**config.mk**
```make
export PLATFORM = sky130hd
export DESIGN_NAME = sysid_read_engine_flat
export DESIGN_NICKNAME = d
export VERILOG_FILES = /design/src/rtl/sysid_checker_pkg.sv /design/src/rtl/sysid_checker_if.sv /design/src/rtl/sysid_read_engine.sv /design/src/flat_wrapper.sv
export SDC_FILE = /design/constraint.sdc
export NUM_CORES = 1
export LEC_CHECK = 0
export ABC_AREA = 1
export CORE_MARGIN = 1.5
export CORE_UTILIZATION = 34
export CTS_BUF_LIST = sky130_fd_sc_hd__clkbuf_4 sky130_fd_sc_hd__clkbuf_8
export DETAILED_ROUTE_END_ITERATION = 8
export MAX_ROUTING_LAYER = met4
export PLACE_DENSITY = 0.88
export SETUP_SLACK_MARGIN = 0.5
export SYNTH_ARGS = -nofsm -noshare
export SYNTH_HDL_FRONTEND = slang
export SYNTH_SLANG_ARGS = --single-unit
```
**constraint.sdc**
```tcl
create_clock -name clock -period 2.1 [get_ports clock]
set_clock_uncertainty 0.1 [all_clocks]
set_input_delay 0.42 -clock clock [delete_from_list [all_inputs] [get_ports clock]]
set_output_delay 0.42 -clock clock [all_outputs]
set_load 0.1 [all_outputs]
```
**src/rtl/sysid_checker_pkg.sv**
```systemverilog
// Shared types and constants for the system-ID checker: FSM state encoding,
// default expected ID/timestamp and the waitrequest stall-counter width.
package sysid_checker_pkg;

   typedef enum logic [2:0] {
      IDLE,
      RD_ID,
      WAIT_ID,
      RD_TS,
      WAIT_TS,
      CHECK,
      DONE
   } state_t;

   localparam logic [31:0] EXP_ID_DEFAULT        = 32'd0;
   localparam logic [31:0] EXP_TIMESTAMP_DEFAULT = 32'd1537788542;
   localparam int          STALL_W               = 8;

endpackage

```
**src/rtl/sysid_checker_if.sv**
```systemverilog
// Avalon-MM read channel between the checker (master) and the system-ID slave.
interface sysid_checker_if;

   logic        m_address;
   logic        m_read;
   logic        m_waitrequest;
   logic [31:0] m_readdata;

   modport master (
      output m_address,
      output m_read,
      input  m_waitrequest,
      input  m_readdata
   );

   modport slave (
      input  m_address,
      input  m_read,
      output m_waitrequest,
      output m_readdata
   );

endinterface

```
**src/rtl/sysid_read_engine.sv**
```systemverilog
// Single Avalon-MM read: holds the request through waitrequest, waits out the
// fixed read latency, flags the capture cycle and aborts on a stall timeout.
module sysid_read_engine
   import sysid_checker_pkg::*;
#(
   parameter int READ_LATENCY   = 0,
   parameter int TIMEOUT_CYCLES = 15
) (
   input  logic            clock,
   input  logic            reset,
   input  logic            launch,
   input  logic            launch_addr,
   sysid_checker_if.master bus,
   output logic            accept,
   output logic            cap_valid,
   output logic            tmo,
   output logic [31:0]     cap_data
);

   localparam logic [STALL_W-1:0] STALL_LAST = STALL_W'(TIMEOUT_CYCLES - 1);
   localparam logic [1:0]         LAT_LAST   = (READ_LATENCY == 0) ? 2'd0 : 2'(READ_LATENCY - 1);

   logic               read_q;
   logic               addr_q;
   logic               waiting;
   logic [STALL_W-1:0] stall_cnt;
   logic [1:0]         lat_cnt;

   assign bus.m_read    = read_q;
   assign bus.m_address = addr_q;

   assign accept    = read_q && !bus.m_waitrequest;
   assign tmo       = read_q && bus.m_waitrequest && (stall_cnt == STALL_LAST);
   assign cap_valid = (READ_LATENCY == 0) ? accept : (waiting && (lat_cnt == LAT_LAST));
   assign cap_data  = bus.m_readdata;

   // NOTE: state registers use non-blocking assignments so every flop samples
   // the pre-edge values; reset is synchronous and has priority over launch.
   always_ff @(posedge clock) begin
      if (reset) begin
         read_q    <= 1'b0;
         addr_q    <= 1'b0;
         waiting   <= 1'b0;
         stall_cnt <= '0;
         lat_cnt   <= '0;
      end else if (launch) begin
         read_q    <= 1'b1;
         addr_q    <= launch_addr;
         waiting   <= 1'b0;
         stall_cnt <= '0;
      end else if (read_q) begin
         if (bus.m_waitrequest) begin
            if (tmo) read_q <= 1'b0;
            else     stall_cnt <= stall_cnt + 1'b1;
         end else begin
            read_q  <= 1'b0;
            waiting <= (READ_LATENCY != 0);
            lat_cnt <= '0;
         end
      end else if (waiting) begin
         if (lat_cnt == LAT_LAST) waiting <= 1'b0;
         else                     lat_cnt <= lat_cnt + 1'b1;
      end
   end

endmodule

```
**src/flat_wrapper.sv**
```systemverilog
// flat-port wrapper written by rule: the top's interface ports become plain ports
module sysid_read_engine_flat import sysid_checker_pkg::*;
#(
   parameter int READ_LATENCY   = 0,
   parameter int TIMEOUT_CYCLES = 15
)
  (clock, reset, launch, launch_addr, accept, cap_valid, tmo, cap_data, bus_m_address, bus_m_read, bus_m_waitrequest, bus_m_readdata);
  sysid_checker_if bus_i ();
  input  logic clock;
  input  logic reset;
  input  logic launch;
  input  logic launch_addr;
  output logic accept;
  output logic cap_valid;
  output logic tmo;
  output logic [31:0] cap_data;
  output wire logic [$bits(bus_i.m_address)-1:0] bus_m_address;
  output wire logic [$bits(bus_i.m_read)-1:0] bus_m_read;
  input wire logic [$bits(bus_i.m_waitrequest)-1:0] bus_m_waitrequest;
  input wire logic [$bits(bus_i.m_readdata)-1:0] bus_m_readdata;
  assign bus_m_address = bus_i.m_address;
  assign bus_m_read = bus_i.m_read;
  assign bus_i.m_waitrequest = bus_m_waitrequest;
  assign bus_i.m_readdata = bus_m_readdata;
  sysid_read_engine #(.READ_LATENCY(READ_LATENCY), .TIMEOUT_CYCLES(TIMEOUT_CYCLES)) u_core (.clock(clock), .reset(reset), .launch(launch), .launch_addr(launch_addr), .bus(bus_i), .accept(accept), .cap_valid(cap_valid), .tmo(tmo), .cap_data(cap_data));
endmodule
```
==> results of run 1 <==
## cell usage in the layout, fill, tap and decap left out, types with 3 or more instances in the layout
cell and n:
a21oi_1 8, nand3_1 3, clkbuf_4 4, clkdlybuf4s50_1 3
xor2_1 3, inv_2 3, buf_12 3, nor2_4 3
buf_4 7, inv_1 7, nand2_1 31, nor2_1 11
dfxtp_1 6
## state kept, by name (all words and copies together), names as in the netlist
name	cells
u_core.stall_cnt	8
u_core.bus.m_read	1
u_core.bus.m_address	1
## what timing repair did
item                       CTS  global route
gates resized for setup      3             2
setup endpoints to repair    3             1
setup buffers                3             2
pin swaps                    1             1
## worst min-delay path, cell delays in order, from the launching register on
cell and delay (ns):
dfxtp_1 0.33, nand2_1 0.07, a21oi_1 0.05
## area by class of cell
| cell class | count | share of cell area (%) |
|---|---|---|
| timing repair buffer | 14 | 18.0 |
| clock buffer | 4 | 3.58 |
| tap | 28 | 4.17 |
| sequential | 10 | 25.0 |
| multi-input combinational | 68 | 44.7 |
| inverter | 10 | 4.47 |
## cells by family (layout without fill, tap and decap cells)
| kind of cell | count (synthesis) | after routing | synth area share, % |
|---|---|---|---|
| compound gates | 9 | 9 | 5.56 |
| xor+xnor | 3 | 3 | 3.24 |
| fa+ha+maj | 2 | 2 | 3.09 |
| buf+inv | 43 | 28 | 35.2 |
| flops | 10 | 10 | 24.7 |
| simple gates | 54 | 54 | 28.2 |
## per-stage QoR
step | std cells | hold WS [ns] | area [um2]
global placement | 125 | 0.348 | 759
detailed placement | 125 | 0.390 | 759
global route | 134 | 0.420 | 840
CTS | 132 | 0.400 | 816
finish | 134 | 0.398 | 840
floorplan | 121 | 0.371 | 870
## metal layers
| layer | GRT usage (%) | vias up | part of all wire (%) |
|---|---|---|---|
| li1 | - | 309 | - |
| met1 | 12.2 | 281 | 35 |
| met2 | 23.0 | 26 | 51 |
| met3 | 2.30 | 22 | 7.7 |
| met4 | 14.9 | 0 | 6.1 |
| met5 | - | - | 0 |
## where the power goes
group	leakage, nW	total [mW]	switching (mW)	internal, mW
logic	0.228	0.0762	0.0519	0.0243
registers	0.0834	0.195	0.00347	0.192
clock network	0.0184	0.160	0.0737	0.0865
total	0.330	0.431	0.129	0.302
## how the worst max path moves through the flow
stage / startpoint / endpoint / slack, ns / depth (start not counted)
after global placement: bus_m_waitrequest / tmo / 0.16 / 4
after CTS: u_core.stall_cnt[0]$_SDFFE_PP0P_ / tmo / 0.25 / 7
after detailed placement: bus_m_waitrequest / tmo / 0.14 / 4
after global routing: u_core.stall_cnt[0]$_SDFFE_PP0P_ / tmo / 0.17 / 7
final: u_core.stall_cnt[0]$_SDFFE_PP0P_ / tmo / 0.24 / 7
after floorplan: u_core.bus.m_read$_SDFF_PP0_ / cap_valid / 0.18 / 3
==> run metrics, run 1 <==
CTS buffer count=3; ys async rst share=0%; crit start category=flip-flop; Critical R2R Capture=u_core.stall_cnt[4]$_SDFFE_PP0P_; Pwr Density=514 nW/um2; reg2reg path depth=8; top cells by count, synth=33 x buf_4, 32 x nand2_1, 13 x nor2_1, 10 x dfxtp_1, 10 x inv_1; hold depth=2; setup TNS after final layout=0 ns; maximum vdd drop=0.227 mV; sequential element share of the synthesized area=24.7%; number of synthesized flops with an enable pin=0; crit-path max FO=2; DRT iter0 DRCs=22; Avg WL per Cell=13.4 um; reg2reg setup slack=0.60 ns; CORE AREA=2230 um2; Reg clk slew, reported paths=0.07 ns; Hold Path Sink=u_core.stall_cnt[7]$_SDFFE_PP0P_; Die H=approximately 52 um; area of the multi-input gates=roughly 380 um2; final core utilization=37.6%; placer congestion estimate=0.827; Max-cap violations=0; fin crit period=1.86 ns; Vias=approximately 640; post-synth top area share=between 30% and 40%; all-layer global routing usage=13.6%; row count=17; Hold Crit Start=u_core.stall_cnt[7]$_SDFFE_PP0P_; delay-heaviest family, CP=flip-flops; period utilisation layout=between 80% and 90%; Crit path arrival time=1.34 ns; total wire length=1790 um; Bufs and invs on worst path=3; GR Overflow Total=0; IO buf count=9; # fillers=220; post-synth top area cell=buf_4; pre-CTS setup slack=about 0.14 ns; via density per instance=approximately 4.8; worst hold path class=flip-flop to flip-flop; antenna-violating nets left=0; cts hold-fix bufs=0; worst-margin pin slew=0.285 ns; most frequent cell after synthesis=buf_4; synthesized area=~810 um2; Antenna Cells=0; clock sinks=10; leakage=0.330 nW; worst path required time=1.58 ns; endpoints failing hold=0; worst-skew pair later-pin latency=0.27 ns; setup ws final=0.239 ns; Slew HR=81.2%; Avg Cell Area, Syn=6.70 um2; number of antenna violations at the first check in global routing=0; Setup-failing EPs final=0; Pre-antenna DRT Iters=4; Ports=74; Reg area=210 um2; Initial Utilization=36.3%; syn nets=160; Die Area=2690 um2; status=completed; largest net degree at the start of global routing=10; Area growth syn-to-layout=3.55%; Clock Tree Root=clkbuf_4; top_reg_cell synth=dfxtp_1; Seq cells post-synth=10; Cells after Synth=121; Largest stage delay, worst path=roughly 0.33 ns; Clock Path Buffers=2; Worst Setup End Kind=output port; Fmax=about 540 MHz; Die W=51.8 um; total power=about 0.43 mW; htree depth=1; DRC Markers=0; Ys Warns=0; DP HPWL=1270 um; Final Slew Violations=0; ratio of cells with drive above 1 in the final layout=~29%; first-pass GRT wire length=approximately 2600 um; RSZ-0062 raised after global routing=true; CTS tree=built; launching point of the worst reg2reg path=u_core.stall_cnt[0]$_SDFFE_PP0P_; Synth area leaders=buf_4 31%, dfxtp_1 25%, nand2_1 15%, nor2_1 6.0%, a21oi_1 4.9%; count of cell types in the netlist=14; fin nets=around 150; vias in the first global route=590; Slowest-stage cell, CP=dfxtp_2; CP cell instances=inv_2 > ha_4 > nand3_4 > inv_2 > nand3_4 > nor2_4 > buf_12; Setup CP Type=flip-flop to output port
Power figures use the tool's default switching activity.
==> inputs of run 2 (changes only) <==
--- a/config.mk
+++ b/config.mk
@@ -9,6 +9,7 @@
 export CORE_MARGIN = 1.5
 export CORE_UTILIZATION = 34
 export CTS_BUF_LIST = sky130_fd_sc_hd__clkbuf_4 sky130_fd_sc_hd__clkbuf_8
+export CTS_CLUSTER_DIAMETER = 120
 export DETAILED_ROUTE_END_ITERATION = 8
 export MAX_ROUTING_LAYER = met4
 export PLACE_DENSITY = 0.88
==> results of run 2 <==
No change in the layout: final DEF, timing and power equal those of run 1.
==> inputs of run 3 (changes only) <==
--- a/config.mk
+++ b/config.mk
@@ -6,6 +6,7 @@
 export NUM_CORES = 1
 export LEC_CHECK = 0
 export ABC_AREA = 1
+export CORE_ASPECT_RATIO = 0.7
 export CORE_MARGIN = 1.5
 export CORE_UTILIZATION = 34
 export CTS_BUF_LIST = sky130_fd_sc_hd__clkbuf_4 sky130_fd_sc_hd__clkbuf_8
==> run metrics, run 3 (same netlist as run 1, synthesis figures left out) <==
Initial Utilization=36.7% (+0.43 points); most frequent cells in the layout=31 x nand2_1, 11 x nor2_1, 8 x a21oi_1, 7 x inv_1, 7 x dfxtp_1; Max-cap violations=0 (unchanged); crit-path max FO=2 (unchanged); Avg WL per Cell=11.8 um (-12%); Die Area=2690 um2 (+0.18%); Die W=61.4 um (+18%); crit start category=flip-flop; Area growth syn-to-layout=3.70%; Vias=644 (+0.94%); worst-skew pair later-pin latency=0.27 ns (about the same); cts hold-fix bufs=0 (unchanged); ratio of cells with drive above 1 in the final layout=27.6% (-1.6 points); CTS buffer count=3 (unchanged); placer congestion estimate=0.833 (+0.80%); reg2reg path depth=8 (unchanged); Clock Tree Root=clkbuf_4; max reg flops=8 (unchanged); Slew HR=81.6% (+0.42 points); GR Overflow Total=0 (unchanged); Reg clk slew, reported paths=0.08 ns (about the same); total wire length=1610 um (-10%); antenna-violating nets left=0 (unchanged); Pre-antenna DRT Iters=4 (unchanged); Pwr Density=533 nW/um2 (+3.7%); endpoints failing hold=0 (unchanged); status=completed; htree depth=1 (unchanged); DRC Markers=0 (unchanged); Ports=74 (unchanged); period utilisation layout=89.3% (+0.66 points); largest net degree at the start of global routing=10 (unchanged); fin nets=145 (-0.68%); Most flops, register=u_core.stall_cnt; Worst Setup End Kind=output port; Antenna Cells=0 (unchanged); worst hold path class=flip-flop to flip-flop; Final Slew Violations=0 (unchanged); maximum vdd drop=0.156 mV (-31%); Setup-failing EPs final=0 (unchanged); all-layer global routing usage=13.0% (-0.65 points); setup TNS after final layout=0 ns (unchanged); DP HPWL=1140 um (-10%); Fmax=533 MHz (-0.74%); via density per instance=4.70 (-1.3%); Crit path arrival time=1.35 ns (about the same); IO buf count=9 (unchanged); CORE AREA=2210 um2 (-1.2%); worst-margin pin slew=0.278 ns (-0.00637 ns); total power=0.448 mW (+3.9%); Clock Path Buffers=2 (unchanged); row count=14 (-3); DRT iter0 DRCs=15 (-32%); first-pass GRT wire length=2460 um (-4.5%); Die H=43.9 um (-15%); number of antenna violations at the first check in global routing=0 (unchanged); Setup CP Type=flip-flop to output port; CTS tree=built; clock sinks=10 (unchanged); vias in the first global route=596 (+1.0%); fin crit period=1.87 ns (+0.0139 ns); leakage=0.327 nW (-0.74%); most common cell after layout, fill and taps aside=nand2_1; hold depth=2 (unchanged); worst path required time=1.58 ns (about the same); RSZ-0062 raised after global routing=true
==> run 3: worst paths after layout <==
kind | start | to | slack [ns]
max reg2reg | u_core.stall_cnt[0]$_SDFFE_PP0P_ | u_core.stall_cnt[0]$_SDFFE_PP0P_ | 0.58
min | u_core.bus.m_address$_SDFFE_PP0P_ | u_core.bus.m_address$_SDFFE_PP0P_ | 0.37
min reg2reg | u_core.bus.m_address$_SDFFE_PP0P_ | u_core.bus.m_address$_SDFFE_PP0P_ | 0.37
max | u_core.stall_cnt[0]$_SDFFE_PP0P_ | tmo | 0.23
==> run 3: power by group <==
part           switching, mW  total [mW]  internal [mW]
registers            0.00308       0.194          0.191
clock network         0.0755       0.181          0.105
logic                 0.0507      0.0738         0.0232
==> run 3: stage by stage <==
step	hold WS [ns]	cell area, um2	instances	worst slack [ns]	util (%)
6_report	0.365	841	137	0.225	38.1
5_1_grt	0.386	841	137	0.191	38.1
4_1_cts	0.368	837	137	0.233	37.9
3_5_place_dp	0.357	764	129	0.127	34.6
3_3_place_gp	0.349	764	129	0.169	34.6
2_1_floorplan	0.371	870	121	0.184	-
==> run 3: per-layer routing <==
metal | vias up | wire length [um] | global-route usage, %
met2 | 41 | 842 | 21.3
met1 | 289 | 600 | 12.9
met4 | 0 | 71 | 9.79
met3 | 11 | 98 | 3.58
met5 | - | 0 | -
li1 | 303 | - | -
==> run 3: cell type report <==
cell class                      count  area [um2]
Tap cell                           32        40.0
Fill cell                         233        1370
Multi-Input combinational cell     68         368
Timing Repair Buffer               13         145
Clock buffer                        4        36.3
Inverter                           10        40.0
Sequential cell                    10         211
==> run 3: critical path: stages (launching register included) <==
cell	delay (ns)
dfxtp_4	0.36
inv_4	0.05
ha_4	0.11
nand3_2	0.09
inv_2	0.08
nand3_4	0.07
nor2_4	0.12
buf_12	0.18
==> run 3: timing repair <==
action                     CTS  global route
setup buffers                4             0
setup endpoints to repair    3             2
resized for setup            4             2
hold endpoints to repair     0             0
gates cloned                 0             0
pin swaps                    1             1
